<file path="src/rtl/dbg_pkg.sv">
// Shared constants and types for the two-requester debug-port arbiter.
package dbg_pkg;

  localparam int       NUM_REQ         = 2;
  localparam int       TIMEOUT_DEFAULT = 1024;
  localparam logic [7:0] CMD_IDLE      = 8'h00;

  typedef enum logic [1:0] {
    ST_IDLE    = 2'd0,
    ST_ISSUE   = 2'd1,
    ST_RELEASE = 2'd2
  } dbg_state_e;

  typedef struct packed {
    logic [7:0]  cmd;
    logic [31:0] addr;
    logic [31:0] wdata;
  } dbg_req_t;

endpackage

</file>
<file path="src/rtl/dbg_rr_arb.sv">
// Two-way round-robin picker; i_last is the index of the requester served last.
module dbg_rr_arb (
  input  logic [1:0] i_req,
  input  logic       i_last,
  output logic [1:0] o_grant
);

  always_comb begin
    o_grant = 2'b00;
    case (i_req)
      2'b01:   o_grant = 2'b01;
      2'b10:   o_grant = 2'b10;
      2'b11:   o_grant = i_last ? 2'b01 : 2'b10;
      default: o_grant = 2'b00;
    endcase
  end

endmodule

</file>
<file path="src/rtl/dbg_arbiter.sv">
// Arbitrates two debug requesters onto one core debug port with a 4-phase
// ready handshake, illegal-command rejection and an ISSUE timeout.
module dbg_arbiter
  import dbg_pkg::*;
#(
  parameter int TIMEOUT_CYCLES = TIMEOUT_DEFAULT
) (
  input  logic        sys_clk_i,
  input  logic        rst_i,
  input  logic [1:0]  req_i,
  input  logic [15:0] cmd_i,
  input  logic [63:0] addr_i,
  input  logic [63:0] wdata_i,
  output logic [1:0]  gnt_o,
  output logic [1:0]  done_o,
  output logic [1:0]  err_o,
  output logic [31:0] rdata_o,
  output logic        busy_o,
  output logic [7:0]  dbg_cmd_o,
  output logic [31:0] dbg_addr_o,
  output logic [31:0] dbg_data_o,
  input  logic [31:0] dbg_data_i,
  input  logic        dbg_ready_i
);

  localparam int            CW       = $clog2(TIMEOUT_CYCLES) + 1;
  localparam logic [CW-1:0] CNT_LAST = CW'(TIMEOUT_CYCLES - 1);
  localparam logic [CW-1:0] CNT_MAX  = '1;

  // Reset asserts immediately, releases two clock edges later.
  logic [1:0] r_rst_sync;
  logic       w_rst;

  always_ff @(posedge sys_clk_i or posedge rst_i) begin
    if (rst_i) r_rst_sync <= 2'b11;
    else       r_rst_sync <= {r_rst_sync[0], 1'b0};
  end
  assign w_rst = r_rst_sync[1];

  dbg_req_t [NUM_REQ-1:0] w_req_pl;
  for (genvar n = 0; n < NUM_REQ; n++) begin : g_pl
    assign w_req_pl[n] = '{cmd:   cmd_i[8*n +: 8],
                           addr:  addr_i[32*n +: 32],
                           wdata: wdata_i[32*n +: 32]};
  end

  logic [1:0] w_grant;
  logic       r_last;
  dbg_req_t   w_sel;

  dbg_rr_arb u_arb (
    .i_req   (req_i),
    .i_last  (r_last),
    .o_grant (w_grant)
  );

  assign w_sel = w_grant[1] ? w_req_pl[1] : w_req_pl[0];

  dbg_state_e    r_state;
  logic [1:0]    r_gnt, r_done, r_err;
  logic [31:0]   r_rdata, r_addr, r_data;
  logic [7:0]    r_cmd;
  logic          r_busy, r_illegal;
  logic [CW-1:0] r_cnt;

  always_ff @(posedge sys_clk_i or posedge w_rst) begin
    if (w_rst) begin
      r_state   <= ST_IDLE;
      r_gnt     <= '0;
      r_done    <= '0;
      r_err     <= '0;
      r_rdata   <= '0;
      r_busy    <= 1'b0;
      r_cmd     <= CMD_IDLE;
      r_addr    <= '0;
      r_data    <= '0;
      r_cnt     <= '0;
      r_last    <= 1'b1;
      r_illegal <= 1'b0;
    end else begin
      r_done <= '0;
      r_err  <= '0;
      case (r_state)
        ST_IDLE: begin
          if (|req_i) begin
            r_gnt     <= w_grant;
            r_last    <= w_grant[1];
            r_busy    <= 1'b1;
            r_cnt     <= '0;
            r_illegal <= (w_sel.cmd == CMD_IDLE);
            r_state   <= ST_ISSUE;
            // An illegal command never reaches the core, so leave the port quiet.
            if (w_sel.cmd != CMD_IDLE) begin
              r_cmd  <= w_sel.cmd;
              r_addr <= w_sel.addr;
              r_data <= w_sel.wdata;
            end
          end
        end
        ST_ISSUE: begin
          if (r_illegal) begin
            r_done    <= r_gnt;
            r_err     <= r_gnt;
            r_rdata   <= '0;
            r_gnt     <= '0;
            r_busy    <= 1'b0;
            r_illegal <= 1'b0;
            r_state   <= ST_IDLE;
          end else if (dbg_ready_i) begin
            // Ready wins over a timeout landing on the same cycle.
            r_rdata <= dbg_data_i;
            r_done  <= r_gnt;
            r_cmd   <= CMD_IDLE;
            r_state <= ST_RELEASE;
          end else if (r_cnt == CNT_LAST) begin
            r_rdata <= '0;
            r_done  <= r_gnt;
            r_err   <= r_gnt;
            r_cmd   <= CMD_IDLE;
            r_state <= ST_RELEASE;
          end else if (r_cnt != CNT_MAX) begin
            r_cnt <= r_cnt + CW'(1);
          end
        end
        ST_RELEASE: begin
          if (!dbg_ready_i) begin
            r_gnt   <= '0;
            r_busy  <= 1'b0;
            r_state <= ST_IDLE;
          end
        end
        default: begin
          r_gnt   <= '0;
          r_busy  <= 1'b0;
          r_cmd   <= CMD_IDLE;
          r_state <= ST_IDLE;
        end
      endcase
    end
  end

  assign gnt_o      = r_gnt;
  assign done_o     = r_done;
  assign err_o      = r_err;
  assign rdata_o    = r_rdata;
  assign busy_o     = r_busy;
  assign dbg_cmd_o  = r_cmd;
  assign dbg_addr_o = r_addr;
  assign dbg_data_o = r_data;

endmodule

</file>
<file path="config.mk">
export PLATFORM = sky130hd
export DESIGN_NAME = dbg_arbiter
export DESIGN_NICKNAME = d
export VERILOG_FILES = /design/src/rtl/dbg_pkg.sv /design/src/rtl/dbg_rr_arb.sv /design/src/rtl/dbg_arbiter.sv
export SDC_FILE = /design/constraint.sdc
export NUM_CORES = 1
export LEC_CHECK = 0
export ABC_AREA = 1
export CAP_MARGIN = 30
export CORE_ASPECT_RATIO = 0.5
export CORE_MARGIN = 1.5
export CORE_UTILIZATION = 45
export CTS_BUF_LIST = sky130_fd_sc_hd__clkbuf_4 sky130_fd_sc_hd__clkbuf_8
export DETAILED_ROUTE_END_ITERATION = 12
export PLACE_DENSITY_LB_ADDON = 0.12
export SLEW_MARGIN = 25
export SYNTH_ARGS = -nofsm -noshare
export SYNTH_HDL_FRONTEND = slang
export SYNTH_SLANG_ARGS = --single-unit
</file>
<file path="constraint.sdc">
create_clock -name sys_clk_i -period 5.7 [get_ports sys_clk_i]
set_input_delay 1.71 -clock sys_clk_i [delete_from_list [all_inputs] [get_ports sys_clk_i]]
set_output_delay 1.71 -clock sys_clk_i [all_outputs]
set_load 0.01 [all_outputs]
</file>
==> qor.yml, run 1 <==
die:
  fp.coreArea_sq_um: 12740
  rows: 29
  die_area_sq_um: 13890
  start_util_pct: 46.48
  die_height_um: 84.10
  die_x_um: 165.2
  ios: 292
route:
  ant_nets: 0
  drtPass1Iterations: 5
  vias: 5408
  initialDrtViolationCount: 279
  vias_per_cell: 4.885
  routedWlPerCell_um: 14.75
  routed_wirelength_um: 16330
  drc: 0
clock_tree:
  path_clk_slew_ps: 90
  post_cts_resized: 0
  cts_tree: "yes"
  clock_latency_ps: 430
  numCtsBuffers: 17
  h-tree-depth: 4
  clockBufferDepth: 2
  clock-sinks: 128
  cts_setup_buffers: 0
  cts_root_buf: "clkbuf_8"
  cts_hold_buffers: 0
status:
  status: "complete, no violations"
setup_path:
  regToRegSetupSlack_ps: 3090
  cp_top_family: "buffers and inverters"
  worst-path-stages: 12
  slowest_delay_ps: 530
  critPathKind: "in -> reg"
  arrival_ps: 4060
  r2r_cells: 10
  r2r_start: "r_cnt[0]"
  crit_required_ps: 5980
  crit_end: "dbg_data_o[27]"
  worst-path-buf-inv: 4
  startpoint: "req_i[1]"
  path_cells: "clkdlybuf4s50_1 -> inv_2 -> a21oi_4 -> buf_4 -> o21ai_0 -> nand2_1 -> nor2_2 -> nand2_1 -> nand2_4 -> buf_12 -> nand2_1 -> o21ai_1"
  path_common_cell: "nand2_1"
  worstReg2RegEnd: "rdata_o[5]"
  cp_max_fo: 128
  critPathLaunchType: "input pin"
  cp_slowest_cell: "clkdlybuf4s50_1"
  crit_path_end_kind: "flip-flop"
sta:
  fin_tns_setup_ps: 0
  fin_crit_ps: 3776
  worst_slew_pin_slew_ps: 730.0
  slew_headroom_pct: 51.22
  finClkSkew_ps: 15.64
  fin_ws_ps: 1924
  hold_viol: 0
  period_share_pct: 66.24
  finalSetupViolCount: 0
  rsz0062_at_grt: "false"
  fmax_mhz: 264.9
  holdWs_ps: 308.0
  drv_slew: 0
grt:
  grt_util_all_layers_pct: 24.23
  first_global_vias: 5485
  antenna_found_initial: 0
  grt_pass1_wl_um: 26140
  grt_overflow_total: 0
  grt_max_degree: 129
placed_design:
  dpl.cell_count: 1075
  dp_hpwl_um: 12250
  place_ws_ps: 1518
  io_buffers: 291
  gp_congestion: 0.8085
min_path:
  holdCritPathClass: "reg -> async"
yosys:
  ys_warn_count: 0
  synth-seq-area-share_pct: 54.17
  synth_top_area_share_pct: 52.84
  synth_cells: 641
  syn_nets: 823
  mappedNetlistArea_sq_um: 5919
  synthTopCellsByArea: "dfrtp_1 (53%), nand2_1 (13%), mux2i_1 (11%)"
  synthDistinctLibCells: 31
  synth_area_leader_cell: "dfrtp_1"
  ys.flop_type: "dfrtp_1"
  synth_common_cells: "nand2_1 (201), dfrtp_1 (125), mux2i_1 (64)"
  synth.most_common_cell: "nand2_1"
  synthArstFlopShare_pct: 100.0
  avgSynthCellArea_sq_um: 9.235
  synth.ff_latch_count: 128
  synth_edf_count: 0
power_and_ir_drop:
  switching_power_uw: 1538
  seq_power_share_pct: 35.5
  powerDensity_nw_per_um2: 452.4
  p_int_uw: 2675
  p_leak_uw: 0.004251
  pwr-share-comb_pct: 45.9
  p_total_uw: 4214
  vdd_drop_max_v: 0.0003048
  p_clk_share_pct: 18.6
  netSwitchingFraction_pct: 36.51
finish:
  finalNonFillerCells: 1107
  layout-drive-gt1-share_pct: 5.763
  finalNetCount: 1106
  n_antenna_cell: 0
  num-fill-cells: 1000
  synthToLayoutAreaGrowth_pct: 57.37
flow_run:
  cap_violations: 0
-- worst min-delay path by stage --
stage / depth (start not counted) / to / start / slack (ps)
final: 1 / dbg_data_o[11] / r_rst_sync[1] / 310
after global routing: 0 / r_rst_sync[1] / r_rst_sync[0] / 370
after CTS: 1 / dbg_data_o[22] / r_rst_sync[1] / 340
after detailed placement: 1 / dbg_data_o[28] / r_rst_sync[1] / 350
after global placement: 1 / dbg_data_o[28] / r_rst_sync[1] / 350
after floorplan: 0 / r_rst_sync[1] / r_rst_sync[0] / 350
-- through the flow --
step	utilization (%)	instance area (sq um)
CTS	73.14	9315
finish	73.14	9315
detailed placement	69.97	8911
global route	73.14	9315
global placement	69.71	8879
floorplan	-	5919
-- state kept, by name, indices dropped and copies added (netlist names), 2 cells and up --
signal,count
dbg_addr_o,32
dbg_cmd_o,8
dbg_data_o,32
done_o,2
err_o,2
gnt_o,2
r_cnt,11
r_rst_sync,2
r_state,2
rdata_o,32
-- cell usage in the layout (no fill, tap or decap), drive strengths merged --
cell and instances:
o32ai 1, xor2 3, buf 6, nand3 50
xnor2 4, conb 1, dfstp 3, a21boi 1
clkinv 6, nand4 1, clkbuf 20, o31ai 5
ha 1, bufinv 2, o21ai 79, dfrtp 125
nand2 202, o21a 2, clkinvlp 4, a31oi 1
clkdlybuf4s50 291, mux2i 64, nor3 4, nor2 24
inv 35, a21oi 2
-- area by class of cell --
cell class	count	area [sq um]	area share, %
clock buffers	20	269.0	2.888
clock inverters	12	135.1	1.451
inverters	35	133.9	1.437
multi-input cells	445	2367	25.41
flip-flops and latches	128	3207	34.43
well taps	170	212.7	2.283
repair buffers	297	2990	32.10
-- cells by family after synthesis --
logic type / count (synthesis) / synth area share [%]
adders and majority gates: 1 / 0.2113
and+or+nand+nor: 281 / 19.21
buffers and inverters: 68 / 6.045
muxes: 64 / 10.82
other: 1 / 0.06335
AOI/OAI and AO/OA: 91 / 8.434
xor gates and xnor gates: 7 / 1.036
DFF: 128 / 54.17
-- power by group through the flow --
stage	clock network, uW	logic (uW)	registers, uW
finish	783	1930	1500
global route	844	2120	1540
CTS	803	1960	1490
detailed placement	0	1950	1500
global placement	0	1910	1490
floorplan	0	817	1650
-- layer usage --
metal,vias to the layer above,GRT usage (%),wire length [um]
met5,-,0,0
met4,0,9.173,328
met1,2545,27.34,6445
met3,30,6.309,1019
li1,2676,-,-
met2,157,43.93,8532
Power figures use the tool's default switching activity.
==> run 2: changes to the inputs <==
CORE_UTILIZATION = 38   (was 45)
clock period = 3.2 ns   (was 5.7 ns; I/O delays follow)
==> run 2 against run 1 <==
- hold slack worse by 69 ps
- global-route usage down 3.6 points
- count of clock-buffer cells in the layout decreased by 2
- largest power group unchanged
==> qor.yml, run 2 (same netlist as run 1, synthesis figures left out) <==
grt:
  grt_overflow_total: 0  # unchanged
  grt_max_degree: 68  # was 129
  grt_util_all_layers_pct: 20.59  # was 24.23%
  antenna_found_initial: 0  # unchanged
  grt_pass1_wl_um: 26860  # was 26140 um
  first_global_vias: 5406  # was 5485
route:
  met3RoutedLength_um: 993  # was 1019 um
  drc: 0  # unchanged
  drtPass1Iterations: 4  # was 5
  routed_wirelength_um: 16500  # was 16330 um
  ant_nets: 0  # unchanged
  routed.top_layer: "met4"  # unchanged
  routedWlPerCell_um: 14.46  # was 14.75 um
  met2_length_um: 8530  # was 8532 um
  vias_per_cell: 4.655  # was 4.885
  vias: 5311  # was 5408
  initialDrtViolationCount: 218  # was 279
  drt-met1-wl_um: 6850  # was 6445 um
setup_path:
  critPathLaunchType: "input pin"  # unchanged
  cp_slowest_cell: "clkdlybuf4s50_1"  # unchanged
  cp_max_fo: 44  # was 128
  critPathKind: "in -> reg"  # unchanged
  path_cells: "clkdlybuf4s50_1 -> inv_2 -> a21oi_4 -> nand2_1 -> o21ai_0 -> nand2_1 -> nor2_2 -> nand2_1 -> nand2_4 -> buf_12 -> nand2_1 -> o21ai_1"  # was clkdlybuf4s50_1 -> inv_2 -> a21oi_4 -> buf_4 -> o21ai_0 -> nand2_1 -> nor2_2 -> nand2_1 -> nand2_4 -> buf_12 -> nand2_1 -> o21ai_1
  arrival_ps: 2940  # was 4060 ps
  path_common_cell: "nand2_1"  # unchanged
  slowest_delay_ps: 530  # about the same
  crit_required_ps: 3540  # was 5980 ps
  crit_path_end_kind: "flip-flop"  # unchanged
placed_design:
  gp_congestion: 0.8024  # was 0.8085
  io_buffers: 291  # unchanged
  dp_hpwl_um: 12690  # was 12250 um
clock_tree:
  cts_setup_buffers: 0  # unchanged
  cts_root_buf: "clkbuf_8"  # unchanged
  post_cts_resized: 0  # unchanged
  clock-sinks: 128  # unchanged
  cts_tree: "yes"  # unchanged
  cts_hold_buffers: 0  # unchanged
  clockBufferDepth: 2  # unchanged
  path_clk_slew_ps: 80  # was 90 ps
  numCtsBuffers: 17  # unchanged
  clock_latency_ps: 420  # was 430 ps
  h-tree-depth: 4  # unchanged
power_and_ir_drop:
  powerDensity_nw_per_um2: 803.6  # was 452.4 nW/um^2
  p_leak_uw: 0.004287  # was 0.004251 uW
  vdd_drop_max_v: 0.0003994  # was 0.0003048 V
finish:
  fin_util_pct: 63.57  # was 73.14%
  n_antenna_cell: 0  # unchanged
  layout_commonest_cell: "clkdlybuf4s50_1"  # unchanged
  layout_common_cells: "clkdlybuf4s50_1 (291), nand2_1 (201), dfrtp_1 (125)"  # unchanged
  layout-drive-gt1-share_pct: 6.363  # was 5.763%
  finalNetCount: 1112  # was 1106
  synthToLayoutAreaGrowth_pct: 59.12  # was 57.37%
die:
  rows: 31  # was 29
  die_area_sq_um: 16380  # was 13890 sq um
  start_util_pct: 39.95  # was 46.48%
  die_x_um: 179.5  # was 165.2 um
  ios: 292  # unchanged
  fp.coreArea_sq_um: 14820  # was 12740 sq um
  die_height_um: 91.26  # was 84.10 um
sta:
  finClkSkew_ps: 15.52  # was 15.64 ps
  slew_headroom_pct: 61.14  # was 51.22%
  finalSetupViolCount: 0  # unchanged
  worst_slew_pin_slew_ps: 582.2  # was 730.0 ps
  fmax_mhz: 385.1
  hold_viol: 0  # unchanged
  period_share_pct: 81.14
  drv_slew: 0  # unchanged
  fin_crit_ps: 2596
  rsz0062_at_grt: "false"  # unchanged
  fin_tns_setup_ps: 0  # unchanged
flow_run:
  cap_violations: 0  # unchanged
min_path:
  holdCritPathClass: "reg -> async"  # unchanged
status:
  status: "complete, no violations"  # unchanged
run 2: cell types whose count changed in the layout (fill, tap and decap cells not counted), sizes merged:
cell    change
buf         +6
inv         +4
clkbuf      -2
clkinv      -2
run 2: cell type report:
type                    instances  area (sq um)
fillers                      1248          5398
flip-flops and latches        128          3207
repair buffers                303          3065
multi-input cells             445          2362
clock buffers                  18         247.7
well taps                     198         247.7
clock inverters                14         153.9
inverters                      35         135.1
run 2: per-stage QoR:
step | instances | worst slack, ps | total power [uW] | area [sq um] | hold slack, ps
finish | 1141 | 603.6 | 7569 | 9419 | 239.4
CTS | 1141 | 617.1 | 7668 | 9419 | 256.6
global route | 1141 | 414.4 | 8125 | 9419 | 274.8
floorplan | 641 | 1007 | 4389 | 5923 | 345.2
global placement | 1109 | 258.9 | 6162 | 9017 | 247.5
detailed placement | 1109 | 176.5 | 6234 | 9017 | 247.4
run 2: worst paths after layout:
path / from / to / slack (ps) / depth (start not counted)
worst max-delay path: req_i[1] / dbg_data_o[12] / 600 / 12
worst min-delay path: r_rst_sync[1] / dbg_addr_o[11] / 240 / 1
worst max register to register: r_cnt[0] / rdata_o[0] / 1160 / 10
worst min register to register: r_rst_sync[1] / dbg_addr_o[11] / 240 / 1
max in group asynchronous: r_rst_sync[1] / rdata_o[21] / 2080 / 2
min in group sys_clk_i: r_rst_sync[0] / r_rst_sync[1] / 360 / 0
run 2: critical path, delay by kind of cell:
family | cells | cell delay (ps)
buffers and inverters | 3 | 820
AND/OR/NAND/NOR | 6 | 690
AO/OA/AOI/OAI | 3 | 460
run 2: routing by layer:
metal,up-vias,GRT usage [%]
li1,2685,-
met1,2487,23.81
met2,131,37.12
met3,8,6.338
met4,0,5.417
met5,-,0
run 2: where the power goes:
group | switching (uW) | internal [uW] | leakage, uW
clock | 675 | 727 | 0.000197
combinational | 1720 | 1800 | 0.00246
sequential | 373 | 2280 | 0.00163
==> run 3: changes to the inputs <==
clock period = 2.3 ns   (was 3.2 ns; I/O delays follow)
==> run 3 against run 2 <==
- combinational power up 46%
- flip-flop and latch count unchanged
- first-iteration DRC count down 7.8%
- worst setup slack worse by 500 ps
- core utilization up 1.6 points
- final area up 2.5%
- die area unchanged
- critical path depth unchanged
- clock skew down 2.1 ps
- sequential power up 40%
- cell count up 2.1%
- non-clock buffer count up 24
==> qor.yml, run 3 (same netlist as run 1, synthesis figures left out) <==
status:
  status: "complete, no violations"  # unchanged
clock_tree:
  numCtsBuffers: 17  # unchanged
  cts_hold_buffers: 0  # unchanged
  cts_tree: "yes"  # unchanged
  clock_latency_ps: 420  # about the same
  clockBufferDepth: 2  # unchanged
  clock-sinks: 128  # unchanged
  path_clk_slew_ps: 90  # was 80 ps
  h-tree-depth: 4  # unchanged
  cts_root_buf: "clkbuf_8"  # unchanged
route:
  vias: 5449  # was 5311
  drtPass1Iterations: 4  # unchanged
  vias_per_cell: 4.677  # was 4.655
  ant_nets: 0  # unchanged
  initialDrtViolationCount: 201  # was 218
  drc: 0  # unchanged
  routed_wirelength_um: 16800  # was 16500 um
  routedWlPerCell_um: 14.42  # was 14.46 um
setup_path:
  critPathLaunchType: "input pin"  # unchanged
  worstReg2RegEnd: "rdata_o[10]"  # was rdata_o[0]
  crit_path_end_kind: "flip-flop"  # unchanged
  crit_required_ps: 2630  # was 3540 ps
  startpoint: "req_i[1]"  # unchanged
  r2r_cells: 10  # unchanged
  r2r_start: "r_cnt[0]"  # unchanged
  regToRegSetupSlack_ps: 310  # was 1160 ps
  cp_max_fo: 38  # was 44
  arrival_ps: 2530  # was 2940 ps
  critPathKind: "in -> reg"  # unchanged
grt:
  first_global_vias: 5537  # was 5406
  grt_pass1_wl_um: 27710  # was 26860 um
  grt_overflow_total: 0  # unchanged
  grt_util_all_layers_pct: 21.27  # was 20.59%
  antenna_found_initial: 0  # unchanged
  grt_max_degree: 68  # unchanged
finish:
  fin_util_pct: 65.17  # was 63.57%
  layout-drive-gt1-share_pct: 8.893  # was 6.363%
  finalNonFillerCells: 1165  # was 1141
  layout_common_cells: "clkdlybuf4s50_1 (291), nand2_1 (200), dfrtp_1 (125)"  # was clkdlybuf4s50_1 (291), nand2_1 (201), dfrtp_1 (125)
  synthToLayoutAreaGrowth_pct: 63.12  # was 59.12%
  n_antenna_cell: 0  # unchanged
  num-fill-cells: 1246  # was 1248
  layout_commonest_cell: "clkdlybuf4s50_1"  # unchanged
  finalNetCount: 1136  # was 1112
die:
  die_area_sq_um: 16380  # unchanged
  rows: 31  # unchanged
  ios: 292  # unchanged
  die_height_um: 91.26  # unchanged
  start_util_pct: 39.95  # unchanged
  die_x_um: 179.5  # unchanged
  fp.coreArea_sq_um: 14820  # unchanged
flow_run:
  cap_violations: 0  # unchanged
min_path:
  holdCritPathClass: "reg -> reg"  # was reg -> async
  min_to: "r_rst_sync[1]"
  whs_path_depth: 0
  hold_path_startpoint: "r_rst_sync[0]"
sta:
  fin_crit_ps: 2192
  rsz0062_at_grt: "true"  # was false
  hold_viol: 0  # unchanged
  fmax_mhz: 456.3
  slew_headroom_pct: 65.78  # was 61.14%
  finalSetupViolCount: 0  # unchanged
  finClkSkew_ps: 13.39  # was 15.52 ps
  worst_slew_pin_slew_ps: 513.3  # was 582.2 ps
  holdWs_ps: 363.4  # was 239.4 ps
  fin_tns_setup_ps: 0  # unchanged
  drv_slew: 0  # unchanged
  period_share_pct: 95.29
placed_design:
  dp_hpwl_um: 13050  # was 12690 um
  dpl.cell_count: 1133  # was 1109
  io_buffers: 291  # unchanged
  gp_congestion: 0.7984  # was 0.8024
power_and_ir_drop:
  powerDensity_nw_per_um2: 1121  # was 803.6 nW/um^2
  p_leak_uw: 0.004416  # was 0.004287 uW
  vdd_drop_max_v: 0.0004859  # was 0.0003994 V
[run 3: worst max-delay path by stage]
stage                           to  slack (ps)  cells past startpoint
CTS                 dbg_data_o[13]         110                     12
global route        dbg_addr_o[28]         -10                     12
floorplan                   busy_o         380                      1
global placement    dbg_addr_o[28]        -250                     11
finish              dbg_data_o[13]         110                     12
detailed placement  dbg_addr_o[31]        -350                     12
[run 3: where the power goes]
| group | switching (uW) | internal (uW) | leakage [uW] |
|---|---|---|---|
| Sequential | 527 | 3170 | 0.00163 |
| Clock | 944 | 1040 | 0.000196 |
| Combinational | 2430 | 2710 | 0.00259 |
| Total | 3900 | 6920 | 0.00442 |
[run 3: routing by layer]
layer  part of all wire (%)  vias to the layer above  wire length, um  GRT usage, %
met1                     41                     2526             6856         24.41
li1                       -                     2739                -             -
met2                     52                      167             8677         38.40
met3                    6.3                       17             1056         6.338
met5                      0                        -                0             0
met4                    1.2                        0              206         6.319
[run 3: layout make-up]
| class | count | area [sq um] | area share (%) |
|---|---|---|---|
| clock buffer | 19 | 261.5 | 2.708 |
| inverter | 35 | 137.6 | 1.425 |
| clock inverter | 13 | 151.4 | 1.568 |
| timing repair buffer | 327 | 3283 | 34.00 |
| tap | 198 | 247.7 | 2.566 |
| multi-input combinational | 445 | 2367 | 24.52 |
| sequential | 128 | 3207 | 33.21 |
[run 3: timing repair]
action                                  4_1_cts  5_1_grt
buffers inserted                              0        0
endpoints found under the setup margin        0       28
gates resized for setup                       0        6
[run 3: metrics by stage]
step / instance area, sq um / setup slack, ps / total power (uW)
global route: 9656 / -13.27 / 11640
floorplan: 5923 / 375.2 / 6106
CTS: 9648 / 108.4 / 10960
detailed placement: 9235 / -346.8 / 8930
finish: 9656 / 108.4 / 10820
global placement: 9235 / -252.4 / 8798
[run 3: worst max-delay path: stages]
cell	delay [ps]
clkdlybuf4s50_1	490
inv_2	50
a21oi_4	270
nand2_1	90
o21ai_1	140
nand2_1	100
nor2_2	100
nand2_1	100
nand2_4	140
buf_12	200
nand2_1	60
o21ai_1	90
